===== src/rtl/leaf_rr_arbiter.sv =====
// Round-robin arbiter sharing one resource among N_REQ leaf requesters.
// Grants are held until done, request drop, or a tenure timeout.
module leaf_rr_arbiter #(
    parameter int N_REQ   = 5,
    parameter int TIMEOUT = 16,
    parameter int ID_W    = 3
) (
    input  logic             clk,
    input  logic             rst_n,
    input  logic [N_REQ-1:0] req,
    input  logic [N_REQ-1:0] done,
    output logic [N_REQ-1:0] grant,
    output logic [ID_W-1:0]  grant_id,
    output logic             busy,
    output logic             timeout_pulse,
    output logic [15:0]      grant_cnt
);

    typedef enum logic [1:0] {
        S_IDLE,
        S_GRANT,
        S_REL
    } state_t;

    localparam logic [7:0]      TEN_MAX = 8'(TIMEOUT - 1);
    localparam logic [ID_W-1:0] ID_LAST = ID_W'(N_REQ - 1);

    state_t           r_state;
    logic [N_REQ-1:0] r_grant;
    logic [ID_W-1:0]  r_id;
    logic [ID_W-1:0]  r_ptr;
    logic             r_busy;
    logic             r_to;
    logic [15:0]      r_cnt;
    logic [7:0]       r_ten;

    logic             w_any;
    logic [ID_W-1:0]  w_sel;
    int               w_j;
    logic             w_own_done;
    logic             w_own_req;
    logic             w_end;

    // Scan downward so the lowest offset from the pointer wins.
    always_comb begin
        w_sel = '0;
        w_j   = 0;
        w_any = |req;
        for (int i = N_REQ - 1; i >= 0; i--) begin
            w_j = int'(r_ptr) + i;
            if (w_j >= N_REQ) begin
                w_j = w_j - N_REQ;
            end
            if (req[w_j]) begin
                w_sel = ID_W'(w_j);
            end
        end
    end

    assign w_own_done = done[r_id];
    assign w_own_req  = req[r_id];
    assign w_end      = w_own_done || !w_own_req || (r_ten == TEN_MAX);

    always_ff @(posedge clk) begin
        if (!rst_n) begin
            r_state <= S_IDLE;
            r_grant <= '0;
            r_id    <= '0;
            r_ptr   <= '0;
            r_busy  <= 1'b0;
            r_to    <= 1'b0;
            r_cnt   <= '0;
            r_ten   <= '0;
        end else begin
            r_to <= 1'b0;
            case (r_state)
                S_IDLE: begin
                    if (w_any) begin
                        r_grant <= N_REQ'(1) << w_sel;
                        r_id    <= w_sel;
                        r_busy  <= 1'b1;
                        r_cnt   <= r_cnt + 16'd1;
                        r_ten   <= '0;
                        r_state <= S_GRANT;
                    end
                end
                S_GRANT: begin
                    if (w_end) begin
                        r_grant <= '0;
                        r_busy  <= 1'b0;
                        r_ptr   <= (r_id == ID_LAST) ? '0 : r_id + ID_W'(1);
                        // done takes priority, so a same-cycle done is not a timeout
                        r_to    <= !w_own_done && w_own_req;
                        r_state <= S_REL;
                    end else begin
                        r_ten <= r_ten + 8'd1;
                    end
                end
                S_REL: begin
                    r_state <= S_IDLE;
                end
                default: begin
                    r_state <= S_IDLE;
                end
            endcase
        end
    end

    assign grant         = r_grant;
    assign grant_id      = r_id;
    assign busy          = r_busy;
    assign timeout_pulse = r_to;
    assign grant_cnt     = r_cnt;

endmodule


===== config.mk =====
export PLATFORM = sky130hd
export DESIGN_NAME = leaf_rr_arbiter
export DESIGN_NICKNAME = d
export VERILOG_FILES = /design/src/rtl/leaf_rr_arbiter.sv
export SDC_FILE = /design/constraint.sdc
export NUM_CORES = 1
export LEC_CHECK = 0
export CORE_UTILIZATION = 57
export CTS_CLUSTER_SIZE = 28
export DETAILED_ROUTE_END_ITERATION = 6
export GPL_TIMING_DRIVEN = 0
export PLACE_DENSITY = 0.86
export SLEW_MARGIN = 20
export SYNTH_ARGS = -nofsm -noshare
export SYNTH_HDL_FRONTEND = slang
export SYNTH_SLANG_ARGS = --single-unit

===== constraint.sdc =====
create_clock -name clk -period 3.7 [get_ports clk]
set_input_delay 0.37 -clock clk [delete_from_list [all_inputs] [get_ports clk]]
set_output_delay 0.37 -clock clk [all_outputs]
set_load 0.05 [all_outputs]

==> flow_summary.ini <==
[global_route]
grt_max_degree = 14
grt_use_met2_pct = 43.6
grt_use_met1_pct = 36.0
grt_pass1_wl_microns = 12800
overflow = 0
track_usage_pct = 27.2
grt_pass1_vias = 2718
met3_usage_pct = 3.35
grt.busiest_layer = met2
grt_antenna_before_repair = 0

[placed_design]
gp_congestion = 0.959
hpwlAfterDp_microns = 5880
dpl_cell_area_sq_um = 3590
io_buffers = 36
dpl_worst_slack_ns = 0.0434

[synthesis]
synth_area_per_cell_sq_um = 8.77
synth_area_sq_um = 3150
synth_flop_cell = dfxtp_1
synth_enable_flop_cells = 0
synth_cell_types = 82
ys_seq_area_share_pct = 24.8
synth_area_leaders = dfxtp_1 25%, ha_1 7.2%, xnor2_1 3.1%
synth_top_area_share_pct = 24.8
syn_inst = 359
synth-warning-count = 0
synth.largest_area_cell = dfxtp_1
syn-num-nets = 389
async_flop_share_pct = 0
ys_seq_elements = 39

[timing]
relSlewSlack_pct = 48.2
setup_slack_ns = 0.101
final.setup.tns_ns = 0
fmax_mhz = 278
drv_slew = 0
final-hold-violation-count = 0
tightest_slew_ns = 0.771
finalSetupViolations = 0
min_period_over_period_pct = 97.3
fin_skew_ns = 0.00924
fin_hold_ws_ns = 0.457
period_needed_ns = 3.60

[worst_hold_path]
min-delay-start = grant[2]
hp-class = flip-flop to flip-flop

[routing]
drc = 0
routed_wl_microns = 7960
vias = 3043
initialDrtViolationCount = 242
dr.pass1.iters = 6
post_drt_wl_per_cell_microns = 16.8
drtAntennaViolNets = 0
vias_per_cell = 6.42

[die]
die_area_sq_um = 5820
core_area_sq_um = 5200
num_rows = 26
die_x_microns = 76.3
io_pins = 38
start_util_pct = 60.5
dieHeight_microns = 76.3

[clocking]
cts_root_buf = clkbuf_8
cts_tree = built
clkSlewWorstSetupHoldPaths_ns = 0.07
clock_latency_ns = 0.29
htreeDepth = 2
cts_buffer_depth = 2
cts_inserted_buffers = 5
cts_sinks = 39

[final_layout]
fin_nets = 433
layout-drive-gt1-share_pct = 15.8
fin_area_sq_um = 3730
layout_common_cells = 37 x dfxtp_1, 36 x clkdlybuf4s50_1, 20 x nand2_1, 19 x nor2_1, 18 x ha_1
n_antenna_cell = 0
area_growth_pct = 18.5
final_common_cell = dfxtp_1

[setup_path]
critPathKind = flip-flop to flip-flop
arrival_ns = 3.83
crit_path_top_delay_cell = dfxtp_2
timing.rr.start = r_ptr[0]
endpoint_kind = flip-flop
cp-start-kind = flip-flop
path_buf_inv = 6
worstPathMaxFanout = 13
worst_path_largest_cell_delay_ns = 0.46
crit_required_ns = 3.93
path_delay_family = simple AND/OR/NAND/NOR gates
cp_cell_sequence = buf_6, inv_2, clkbuf_4, ha_1, inv_1, ha_1, clkbuf_8, inv_1, a2111oi_0, nor4_1, nand3_1, a311oi_2, o31ai_2, nor4_2, a22o_1
crit_start = r_ptr[0]

[job]
maxCapViolations = 0

[pwr]
leakagePower_nw = 1.40
p_per_area_nw_per_um2 = 682
p_total_mw = 2.54
ir_worst_vdd_mv = 0.413

[status]
status = finished, final reports clean
[layout make-up]
| class | count | area (sq um) |
|---|---|---|
| sequential | 39 | 783 |
| inverter | 13 | 48.8 |
| multi-input combinational | 286 | 2160 |
| buffer | 21 | 164 |
| timing repair buffer | 37 | 368 |
| fill | 395 | 1480 |
| clock buffer | 6 | 82.6 |
| tap | 70 | 87.6 |
| clock inverter | 2 | 35.0 |
[path summary, 6_finish.rpt]
check,endpoint,cells past startpoint,slack [ns]
min,grant[2],2,0.46
max,grant[1],15,0.10
min reg2reg,grant[2],2,0.46
max reg2reg,grant[1],15,0.10
[cells in the mapped netlist, types with 3 or more instances]
cell and count:
and4_1 3, nand4_1 10, dfxtp_1 39, nor2b_1 9, xnor2_1 11, xor2_1 9
o21ai_0 13, nor4_1 3, a21boi_0 5, clkbuf_1 4, and2_1 15, mux2i_1 9
o22ai_1 4, a21oi_1 12, nor3_1 8, nand3_1 9, o21ai_1 5, o211a_1 3
a211oi_1 8, ha_1 18, or3_1 6, o21a_1 4, buf_2 7, and3_1 3
mux2_2 3, a31oi_1 4, nand2_1 20, inv_1 12, nor2_1 19, o31ai_1 3
o211ai_1 3, buf_6 5, nand2b_1 5, o31ai_2 4, a2111oi_0 5
[worst register-to-register path, delay by kind of cell, from the launching register on]
family                   cells  cell delay, ns
adder cells (fa/ha/maj)      2            0.46
flip-flops                   1            0.46
buffers and inverters        6            0.85
AO/OA/AOI/OAI                4            0.74
AND/OR/NAND/NOR              3            1.05
[logic make-up (layout without fill, tap and decap cells)]
logic type	Yosys count	in the layout	share of synthesized area [%]
flops	39	39	24.8
compound gates	99	99	25.0
fa+ha+maj	18	18	7.16
buf+inv	34	79	6.68
xor+xnor	21	21	6.08
simple gates	134	134	24.9
mux	14	14	5.37
[registers in the layout, summed over array words and instances (netlist names)]
name	flops
grant_cnt	16
r_ten	8
grant	5
grant_id	3
r_ptr	3
r_state	2
busy	1
timeout_pulse	1
[per-layer routing]
layer  up-vias  part of all wire (%)
met5         -                     0
met4         0                   3.3
met3        31                   6.7
met2       174                    46
met1      1408                    44
li1       1430                     -
[power by group]
part,switching [mW],internal (mW),total [mW]
logic,0.942,0.682,1.62
clock network,0.148,0.218,0.366
registers,0.0793,0.476,0.555
total,1.17,1.38,2.54
[metrics by stage]
stage	cells	util [%]
3_5_place_dp	465	69.1
5_1_grt	474	71.7
4_1_cts	473	71.3
6_report	474	71.7
3_3_place_gp	465	69.1
2_1_floorplan	359	-
[timing repair]
item | CTS | global route
buffers inserted | 0 | 1
endpoints found under the setup margin | 0 | 5
resized for setup | 0 | 4
hold buffers | 0 | 0
(Power assumes the default switching activity.)
